File: config.mk
export PLATFORM = sky130hd
export DESIGN_NAME = foo_operand_packer
export DESIGN_NICKNAME = d
export VERILOG_FILES = /design/src/rtl/foo_operand_packer.sv
export SDC_FILE = /design/constraint.sdc
export NUM_CORES = 1
export LEC_CHECK = 0
export ABC_AREA = 0
export CORE_MARGIN = 2
export CORE_UTILIZATION = 39
export DETAILED_ROUTE_END_ITERATION = 7
export GPL_TIMING_DRIVEN = 0
export PLACE_DENSITY = 0.69
export SYNTH_ARGS = -nofsm -noshare
export SYNTH_HDL_FRONTEND = slang
export SYNTH_SLANG_ARGS = --single-unit
File: constraint.sdc
create_clock -name clk -period 1.6 [get_ports clk]
set_input_delay 0.32 -clock clk [delete_from_list [all_inputs] [get_ports clk]]
set_output_delay 0.32 -clock clk [all_outputs]
set_load 0.1 [all_outputs]
File: src/rtl/foo_operand_packer.sv
// Packs pairs of 32-bit operands into the 64-bit {a, b} word for the foo adder pipeline.
// Optional FOO_PACK_FLUSH_EN adds a flush input that pads a lone held word with zeros.
module foo_operand_packer #(
    parameter int unsigned CNT_W = 16
) (
    input  logic             clk,
    input  logic             rst_n,
    input  logic             in_valid,
    output logic             in_ready,
    input  logic [31:0]      in_data,
`ifdef FOO_PACK_FLUSH_EN
    input  logic             flush,
`endif
    output logic             out_valid,
    input  logic             out_ready,
    output logic [63:0]      out_s,
    output logic [CNT_W-1:0] pair_count
);

    // State bits are {half_valid, out_valid}.
    typedef enum logic [1:0] {
        StEmpty   = 2'b00,
        StOut     = 2'b01,
        StHalf    = 2'b10,
        StHalfOut = 2'b11
    } state_e;

    state_e             state_q, state_d;
    logic               half_valid;
    logic               out_load_ok;
    logic               in_fire;
    logic               out_fire;
    logic               pad_fire;
    logic               load;
    logic [31:0]        half_q;
    logic [63:0]        out_s_q;
    logic [CNT_W-1:0]   cnt_q;

    always_ff @(posedge clk or negedge rst_n) begin
        if (!rst_n) begin
            state_q <= StEmpty;
        end else begin
            state_q <= state_d;
        end
    end

    always_comb begin
        state_d = state_q;
        unique case (state_q)
            StEmpty: begin
                if (in_fire) state_d = StHalf;
            end
            StHalf: begin
                if (in_fire || pad_fire) state_d = StOut;
            end
            StOut: begin
                unique case ({in_fire, out_fire})
                    2'b10:   state_d = StHalfOut;
                    2'b11:   state_d = StHalf;
                    2'b01:   state_d = StEmpty;
                    default: state_d = StOut;
                endcase
            end
            StHalfOut: begin
                // A load here always frees the half slot and refills the output.
                if (in_fire || pad_fire) state_d = StOut;
                else if (out_fire)       state_d = StHalf;
            end
            default: state_d = StEmpty;
        endcase
    end

    always_comb begin
        half_valid  = state_q[1];
        out_valid   = state_q[0];
        out_load_ok = !out_valid || out_ready;
        in_ready    = !half_valid || out_load_ok;
        in_fire     = in_valid && in_ready;
        out_fire    = out_valid && out_ready;
`ifdef FOO_PACK_FLUSH_EN
        // An input beat in the same cycle wins; the flush request is dropped.
        pad_fire    = flush && !in_fire && half_valid && out_load_ok;
`else
        pad_fire    = 1'b0;
`endif
        load        = (in_fire && half_valid) || pad_fire;
        out_s       = out_s_q;
        pair_count  = cnt_q;
    end

    always_ff @(posedge clk or negedge rst_n) begin
        if (!rst_n) begin
            half_q  <= 32'h0;
            out_s_q <= 64'h0;
            cnt_q   <= '0;
        end else begin
            if (in_fire && !half_valid) begin
                half_q <= in_data;
            end
            if (load) begin
                out_s_q <= {half_q, (in_fire ? in_data : 32'h0)};
            end
            if (out_fire) begin
                cnt_q <= cnt_q + 1'b1;
            end
        end
    end

endmodule
==> flow_summary.yaml <==
floorplan:
  start_util: 0.399
  std_cell_rows: 39
  core_mm2: 0.0114
  ios: 118
  die_area_mm2: 0.0126
  die_h_um: 112
  fp.dieW_um: 112
logic_synthesis:
  async_flop_share: 1.00
  syn_nets: 309
  synthFlopType: "dfrtp_1"
  synth-edff-count: 0
  syn-instance-count: 272
  synth_area_per_cell_um2: 16.8
  synth_seq_area_share: 0.626
  ys_ff_latch: 114
  ys_types: 23
  synth_area_mm2: 0.00456
  synth_warnings: 0
setup_path:
  worst-setup-path-type: "reg2out"
  rrSetupSlack_ns: 0.04
  path_max_fanout: 5
  r2r-start: "state_q[0]"
  crit_required_ns: 1.28
  cp-end-kind: "primary output"
  critPathLaunchType: "register"
  arrival_ns: 1.29
  rr_worst_depth: 5
  regToRegEndpoint: "out_s[0]"
global_route:
  grt_pass1_wl_mm: 15.2
  grt-ovfl-total: 0
  grt_util_met1: 0.205
  antenna_found_initial: 0
  grt_usage: 0.154
  first_global_vias: 2874
  grt_max_degree: 61
  busiest_layer: "met2"
  met2_usage: 0.237
  grtUsageMet3: 0.0497
final_layout:
  drive_above_1_share: 0.565
  diodes: 0
  instances_no_fill: 566
  seq_area_mm2: 0.00289
  layout_common_cells: "dfrtp_1, buf_2, mux2_4, mux2_2, clkdlybuf4s50_1"
  multi_input_area_mm2: 0.00161
  num-nets-final: 449
  syn_to_final_growth_pct: 36.2
  utilization: 0.544
  mostFrequentLayoutCell: "dfrtp_1"
  fillers: 992
placed_design:
  dp_cells: 533
  place_ws_ns: -0.901
  io_buffers: 117
  dp_hpwl_mm: 6.03
  globalplace.congestion: 0.693
routing:
  drcViolationCount: 0
  dr.pass1.iters: 4
  drt_iter0_markers: 152
  ant_nets: 0
  routedWlPerCell_um: 15.9
  routed_wl_mm: 8.99
  viasPerCell: 4.72
  vias: 2671
clocking:
  root_buffer: "clkbuf_16"
  clock_latency_ns: 0.40
  cts_inserted_buffers: 17
  clkTransAtPathRegs_ns: 0.05
  cts_max_level: 4
  clockBufferDepth: 2
  cts_tree: "done"
  clkSinkCount: 114
timing:
  worst_pin_slew_ns: 0.508
  setup-violations-final: 1
  hold_ws_ns: 0.459
  rsz0062_at_grt: "yes"
  max_freq_ghz: 0.623
  fin_skew_ns: 0.00924
  min_period_ns: 1.61
  post-route-period-util: 1.00
  drv_slew: 0
  hold_violations: 0
  fin_ws_ns: -0.00638
  slew-limit-headroom: 0.661
outcome:
  run_status: "finished, violations left"
  violations: "negative setup slack"
min_path:
  worstHoldPathType: "in2async"
run:
  maxCapViolCount: 0
==> cell families (layout without fill, tap and decap cells) <==
kind of cell / after synthesis / in the layout / synth area share
xor gates and xnor gates: 15 / 15 / 0.0288
adders and majority gates: 1 / 1 / 0.00274
buffers and inverters: 12 / 163 / 0.0211
DFF: 114 / 114 / 0.626
muxes: 97 / 97 / 0.280
and+or+nand+nor: 33 / 33 / 0.0417
==> sequential cells by signal, summed over array words and instances (netlist names) <==
signal      cells
state_q         2
out_s          64
pair_count     16
half_q         32
==> synth_stat cells (3+ instances only) <==
master     n  share of area
buf_6      6          0.015
mux2_4    49           0.16
nand3_1    4         0.0044
mux2_2    46           0.11
nand2_1   10         0.0082
nand4_1    5         0.0069
buf_2      4         0.0044
dfrtp_1  114           0.63
xnor2_1   13          0.025
nor2_1     3         0.0025
==> final cells by class <==
type                            instances  area share
Buffer                                 11      0.0224
Clock buffer                           23      0.0770
Clock inverter                          7     0.00967
Inverter                                1    0.000604
Multi-Input combinational cell        146       0.260
Sequential cell                       114       0.466
Tap cell                              143      0.0288
Timing Repair Buffer                  121       0.136
==> worst max-delay path by stage <==
stage,start,end,slack (ns),depth (start not counted)
floorplan,state_q[0],out_s[14],-0.04,5
global placement,rst_n,pair_count[1],-4.92,1
detailed placement,out_ready,in_ready,-0.90,4
CTS,state_q[0],in_ready,-0.03,3
global route,state_q[0],in_ready,-0.05,3
finish,state_q[0],in_ready,-0.006,3
==> through the flow <==
| stage | TNS [ns] | area (um^2) |
|---|---|---|
| floorplan | -1.91 | 4620 |
| global placement | -525.58 | 5970 |
| detailed placement | -44.88 | 6000 |
| CTS | -0.0284 | 6160 |
| global route | -0.354 | 6210 |
| finish | -0.00638 | 6210 |
==> critical path, stage by stage, from the launching register on <==
cell,delay [ns]
dfrtp_4,0.49
nor2b_4,0.15
nand2_2,0.08
buf_12,0.17
==> routing by layer <==
layer,part of all wire,vias up
li1,-,1230
met1,0.46,1352
met2,0.47,79
met3,0.057,10
met4,0.012,0
met5,0,-
==> timing repair <==
| action | in CTS | in global routing |
|---|---|---|
| resized for setup | 418 | 9 |
| pin swaps | 1 | 0 |
| hold endpoints to repair | 54 | 0 |
| setup buffers | 0 | 2 |
| hold buffers | 1 | 0 |
| endpoints found under the setup margin | 82 | 55 |
Power is left out: the tool's default activity adds up to more than one toggle a clock period on the data nets, which glitch-free logic cannot reach.
